[src/rtl/lz_denorm.sv]
// Sequential denormalizer: restores the original fixed-point word from a
// normalized word and its leading-zero count by shifting right one bit per cycle.
//
// state | meaning
// IDLE  | ready for a new word/count pair
// SHIFT | right-shifting sr, cnt shifts remaining
// DONE  | result held on m_data/m_err until m_ready
module lz_denorm #(
  parameter int DATA_WIDTH = 16,
  parameter int ZERO_WIDTH = $clog2(DATA_WIDTH + 1)
) (
  input  logic                  clk,
  input  logic                  rst_n,
  input  logic                  s_valid,
  output logic                  s_ready,
  input  logic [DATA_WIDTH-1:0] s_norm,
  input  logic [ZERO_WIDTH-1:0] s_zero_num,
  output logic                  m_valid,
  input  logic                  m_ready,
  output logic [DATA_WIDTH-1:0] m_data,
  output logic                  m_err
);

  typedef enum logic [1:0] {
    IDLE  = 2'd0,
    SHIFT = 2'd1,
    DONE  = 2'd2
  } state_t;

  localparam logic [ZERO_WIDTH-1:0] K_FULL = ZERO_WIDTH'(DATA_WIDTH);
  localparam logic [ZERO_WIDTH-1:0] K_ONE  = ZERO_WIDTH'(1);
  localparam logic [ZERO_WIDTH-1:0] K_ZERO = '0;

  state_t                state, state_nxt;
  logic [DATA_WIDTH-1:0] sr, sr_nxt;
  logic [ZERO_WIDTH-1:0] cnt, cnt_nxt;
  logic                  err, err_nxt;
  logic                  accept;

  assign s_ready = (state == IDLE);
  assign m_valid = (state == DONE);
  assign m_data  = sr;
  assign m_err   = err;
  assign accept  = s_valid && s_ready;

  always_ff @(posedge clk or negedge rst_n) begin
    if (!rst_n) begin
      state <= IDLE;
      sr    <= '0;
      cnt   <= '0;
      err   <= 1'b0;
    end else begin
      state <= state_nxt;
      sr    <= sr_nxt;
      cnt   <= cnt_nxt;
      err   <= err_nxt;
    end
  end

  always_comb begin
    state_nxt = state;
    sr_nxt    = sr;
    cnt_nxt   = cnt;
    err_nxt   = err;
    case (state)
      IDLE: begin
        if (accept) begin
          if (s_zero_num == K_ZERO) begin
            sr_nxt    = s_norm;
            cnt_nxt   = K_ZERO;
            err_nxt   = ~s_norm[DATA_WIDTH-1];
            state_nxt = DONE;
          end else if (s_zero_num < K_FULL) begin
            sr_nxt    = s_norm;
            cnt_nxt   = s_zero_num;
            err_nxt   = ~s_norm[DATA_WIDTH-1];
            state_nxt = SHIFT;
          end else if (s_zero_num == K_FULL) begin
            // an all-zero original word must normalize to an all-zero word
            sr_nxt    = '0;
            cnt_nxt   = K_ZERO;
            err_nxt   = (s_norm != '0);
            state_nxt = DONE;
          end else begin
            sr_nxt    = '0;
            cnt_nxt   = K_ZERO;
            err_nxt   = 1'b1;
            state_nxt = DONE;
          end
        end
      end
      SHIFT: begin
        sr_nxt  = {1'b0, sr[DATA_WIDTH-1:1]};
        cnt_nxt = cnt - K_ONE;
        if (cnt == K_ONE) state_nxt = DONE;
      end
      DONE: begin
        if (m_ready) state_nxt = IDLE;
      end
      default: state_nxt = IDLE;
    endcase
  end

endmodule

[config.mk]
export PLATFORM = sky130hd
export DESIGN_NAME = lz_denorm
export DESIGN_NICKNAME = d
export VERILOG_FILES = /design/src/rtl/lz_denorm.sv
export SDC_FILE = /design/constraint.sdc
export NUM_CORES = 1
export LEC_CHECK = 0
export ABC_AREA = 1
export BUFFER_PORTS_ARGS = -buffer_cell sky130_fd_sc_hd__buf_2
export CAP_MARGIN = 20
export CORE_UTILIZATION = 55
export DETAILED_ROUTE_END_ITERATION = 10
export PLACE_DENSITY = 0.84
export SYNTH_ARGS = -nofsm -noshare
export SYNTH_HDL_FRONTEND = slang
export SYNTH_SLANG_ARGS = --single-unit
[constraint.sdc]
create_clock -name clk -period 4 [get_ports clk]
set_clock_uncertainty 0.1 [all_clocks]
set_input_delay 0.2 -clock clk [delete_from_list [all_inputs] [get_ports clk]]
set_output_delay 0.2 -clock clk [all_outputs]
set_load 0.03 [all_outputs]
### Yosys cells after proc, flatten, opt, wreduce, memory -nomap -nowiden

Cells that the tools add are included.

| word-level totals | value |
|---|---|
| input port bits | 25 |
| bits in registers | 24 |
| word-level logic and storage cells | 39 |
| bits in writable memories | 0 |
| memory bits (read-only) | 0 |
| output and inout port bits | 19 |
| memories kept | 0 |
| latch bits | 0 |

| cells by class | value |
|---|---|
| mux-type cells | 17 |
| magnitude comparators | 1 |
| div/mod/pow operators | 0 |
| reduce and logical (&&, ||, !) cells | 8 |
| multipliers | 0 |
| bitwise operators | 1 |
| shifts and indexed selects | 0 |
| add/sub/neg operators | 1 |
| equality and inequality tests | 7 |

Operator list:

| operator | number |
|---|---|
| $mux 16 | 3 |
| $pmux 16 s2 | 1 |
| $reduce_bool 16->1 | 1 |
| $mux 5 | 3 |
| $mux 2 | 5 |
| $pmux 5 s2 | 1 |
| $pmux 2 s3 | 1 |
| $eq 5x1->1 const B | 1 |
| $eq 5x5->1 const B | 1 |
| $logic_not 5->1 | 1 |
| $lt 5x5->1 const B | 1 |
| $sub 5x1->5 const B | 1 |
| $ne 2x1->1 const B | 2 |
| $reduce_and 2->1 | 2 |
| $mux 1 | 3 |
| $reduce_and 3->1 | 1 |
| $eq 2x1->1 const B | 1 |
| $eq 2x2->1 const B | 1 |
| $logic_not 2->1 | 1 |
| $ne 2x2->1 const B | 1 |
| $reduce_bool 2->1 | 1 |
| $logic_and 1x1->1 | 1 |
| $not 1->1 | 1 |

### Longest topological paths before layout

| logic depth | value |
|---|---|
| depth after elaboration | 5 |
| depth in mapped cells | 7 |
| mapped depth without buffers | 6 |

### Least setup slack after synthesis

Ideal clock, no wire load.

| path | value |
|---|---|
| path type | register to register |
| start point | reg state[0] |
| end point | reg err, in the netlist m_err |
| buffers on the path | 0 |
| setup time | 0.065 ns |
| data required time | 3.835 ns |
| stages on the path, launching flop included | 6 |
| period minus slack after synthesis | 1.523 ns |
| arrival | 1.358 ns |
| path slack | 2.477 ns |
| path through | dfrtp_1 > nor2_1 > nand2_1 > a21oi_1 > nand2_1 > nand2_1 |

| between the ends | value |
|---|---|
| longest elaborated chain between the ends | 3 |

RTL lines:

| what | line | RTL |
|---|---|---|
| start: declaration | 34 | `state_t state, state_nxt;` |
| start signal: assignment | 53 | `state <= state_nxt;` |
| $logic_not 2->1 * | 40 | `assign s_ready = (state == IDLE);` |
| named net s_ready | 15 | `output logic s_ready,` |
| $logic_and 1x1->1 | 44 | `assign accept = s_valid && s_ready;` |
| $reduce_and 2->1 (no line) * | n/a |  |
| end signal: assignment | 56 | `err <= err_nxt;` |
| end: declaration | 37 | `logic err, err_nxt;` |

The timed path passes the listed nets; every way through them passes the cells marked *.
A chain may end at the register's enable or synchronous reset.

### Final worst setup path

| path | value |
|---|---|
| start point | in s_zero_num[4] |
| end point | reg sr[11], in the netlist m_data[11] |

| between the ends | value |
|---|---|
| longest elaborated chain between the ends | 5 |
| elaborated cells between the ends (all ways) | 6 |
| those cells by class | order compare (1); mux (4); reduce/logical (1) |

RTL lines:

| what | line | RTL |
|---|---|---|
| start: declaration | 17 | `input logic [ZERO_WIDTH-1:0] s_zero_num,` |
| $lt 5x5->1 | 73 | `end else if (s_zero_num < K_FULL) begin` |
| $mux 16 | 73 |  |
| $mux 16 * | 68 | `if (s_zero_num == K_ZERO) begin` |
| $mux 16 * | 67 | `if (accept) begin` |
| $pmux 16 s2 * | 65 | `case (state)` |
| end signal: assignment | 54 | `sr <= sr_nxt;` |
| end: declaration | 35 | `logic [DATA_WIDTH-1:0] sr, sr_nxt;` |

Mark *: on every way between the ends. The rest lies on a longest branch, timed or not. The select of a mux whose other input is x is not followed.

==> out/qor.yml <==
status:
  status: "finished clean"
sta:
  timing.fmax_mhz: 598
  finalCriticalPeriod_ns: 1.67
  slew_headroom_pct: 54.9
  worstMarginPinSlew_ns: 0.676
  hold_viol_final: 0
  finalSetupViolCount: 0
  rsz0062_at_grt: "no"
  slew_violations: 0
  setup_tns_ns: 0
  finalCritPeriodShare_pct: 41.8
  worst_slack_ns: 2.33
detailed_routing:
  route.detailed.drc: 0
  vias_per_cell: 5.35
  dr.pass1.iters: 5
  finalWirelength_um: 3150
  drtIter0Drc: 25
  wl_per_cell_um: 12.2
  ant_nets: 0
  vias: 1380
worst_hold_path:
  min-delay-start: "m_ready"
  whs_endpoint: "state[1]"
  whs_path_depth: 4
  hold_class: "input port to register"
worst_setup_path:
  rrSetupSlack_ns: 2.43
  cp.required_ns: 4.16
  cp.buffers_inverters: 3
  cp.arrival_ns: 1.83
  r2r_cells: 6
  cp_top_family: "buffers and inverters"
  r2r-end: "cnt[3]"
  crit_type: "input port to register"
  startpoint_type: "input port"
  path_max_fanout: 20
  cp_common_cell: "o21ai_2"
  r2r-start: "state[1]"
  path_cells: "dlygate4sd3_1 -> buf_2 -> inv_1 -> nand3_1 -> o21ai_2 -> nand2_1 -> o21ai_2"
  slowest_delay_ns: 0.55
  slowest_stage: "dlygate4sd3_1"
  critPathCaptureType: "register"
yosys:
  syn-instance-count: 187
  synth.avg_cell_area_um2: 8.28
  synth_commonest_cells: "39 x nand2_1, 29 x o21ai_2, 24 x dfrtp_1, 24 x inv_1, 20 x nand3_1"
  synthFlopType: "dfrtp_1"
  synth_most_common_cell: "nand2_1"
  synth_edf_count: 0
  syn-cell-area_um2: 1550
  synth.distinct_cells: 23
  yosys-top-cells-area: "dfrtp_1 39%, o21ai_2 16%, nand2_1 9.5%"
  synth_top_cell_by_area: "dfrtp_1"
  yosysTopAreaCellShare_pct: 38.8
  async_flop_share_pct: 100
  yosysWarnings: 0
  synth_seq_cells: 24
  ys_seq_area_share_pct: 38.8
  syn-num-nets: 214
global_routing:
  grt_pass1_wl_um: 4910
  grt_pass1_vias: 1193
  grt_usage_pct: 23.0
  grt_start_max_net_pins: 38
  antenna_found_initial: 0
  overflow: 0
die:
  fp.coreArea_um2: 2570
  die_w_um: 55.1
  start_util_pct: 60.3
  fp-row-count: 18
  design.die.area_um2: 3030
  die_h_um: 55.1
  ioPinCount: 44
clock_tree:
  cts_tree: "done"
  cts_sinks: 24
  clk_pin_slew_ns: 0.15
  clock_path_buffers: 2
  htreeDepth: 1
  cts_buffers: 3
  clock_latency_ns: 0.32
  post_cts_buffers: 0
  cts-root-buf: "clkbuf_4"
placed_design:
  globalplace.congestion: 0.839
  dp_cells: 252
  dp_hpwl_um: 2210
  placed_area_um2: 1720
  post-place-ws_ns: 2.47
  port_buffers: 43
pwr:
  peakVddDrop_mv: 0.577
  cellPowerDensity_nw_per_um2: 772
  power_w: 0.00138
  p_leak_nw: 0.916
finish:
  final_nets: 256
  fin_cells: 258
  syn2layout_area_growth_pct: 15.5
  drive_above_1_share_pct: 38.2
  postLayoutCellArea_um2: 1790
  diodes: 0
flow_run:
  maxCapViolCount: 0
-- how the worst max path moves through the flow --
stage                  startpoint    endpoint  cells after the start
floorplan                state[0]       m_err                      5
detailed placement       state[0]      cnt[3]                      5
CTS                 s_zero_num[4]  m_data[11]                      7
global route        s_zero_num[4]  m_data[11]                      7
global placement         state[0]      cnt[3]                      5
finish              s_zero_num[4]  m_data[11]                      7
-- power breakdown --
part,switching [W],leakage (nW),internal (W)
combinational,0.000547,0.577,0.000234
sequential,0.0000694,0.310,0.000351
clock,0.0000790,0.0279,0.000101
-- tightest hold or removal path, stage by stage --
cell and delay [ns]:
buf_2 0.08, inv_1 0.03, nand2_1 0.09, nand2_1 0.05
-- cells in the final DEF (no fill, tap or decap), types with 2 or more instances in the layout --
cell type and count:
dfrtp_1 24, inv_1 24, nor2_1 19, nand3_2 3, buf_2 43, o21ai_2 29
nand3_1 20, a21oi_1 2, nand2_1 39, clkbuf_4 3, dlygate4sd3_1 2, ha_1 2
nand2_2 3, o21ai_1 5, o31ai_1 2
-- layout make-up --
cell class / instances / area [um2]
multi-input cells: 130 / 764
inverters: 25 / 98.8
flip-flops and latches: 24 / 601
clock buffers: 3 / 22.5
fillers: 213 / 778
clock inverters: 1 / 30.0
repair buffers: 45 / 235
well taps: 30 / 37.5
-- metrics by stage --
step	hold slack (ns)	utilization, %
6_report	0.0411	69.7
5_1_grt	0.0459	69.7
4_1_cts	0.0386	69.7
3_5_place_dp	0.119	66.9
3_3_place_gp	0.116	66.9
2_1_floorplan	-0.196	-
-- per-layer routing --
layer	global-route usage (%)	up-vias	wire, um
li1	-	690	-
met1	28.2	635	1480
met2	40.0	45	1450
met3	2.46	10	145
met4	11.3	0	79
met5	0	-	0
-- registers in the layout (all words and copies together), names as in the netlist --
signal,flops
m_data,16
m_err,1
state,2
cnt,5
-- cell families (layout without fill, tap and decap cells) --
logic type	after synthesis	count (layout)	synth area share [%]
DFF	24	24	38.8
and+or+nand+nor	85	85	24.4
xor gates and xnor gates	1	1	0.566
AOI/OAI and AO/OA	42	42	22.8
adders and majority gates	2	2	1.62
buffers and inverters	33	74	11.9
-- what timing repair did --
item                                   4_1_cts  5_1_grt
endpoints found under the hold margin       25        0
resized for setup                            0        0
hold buffers                                 2        0
Power figures use the tool's default switching activity.
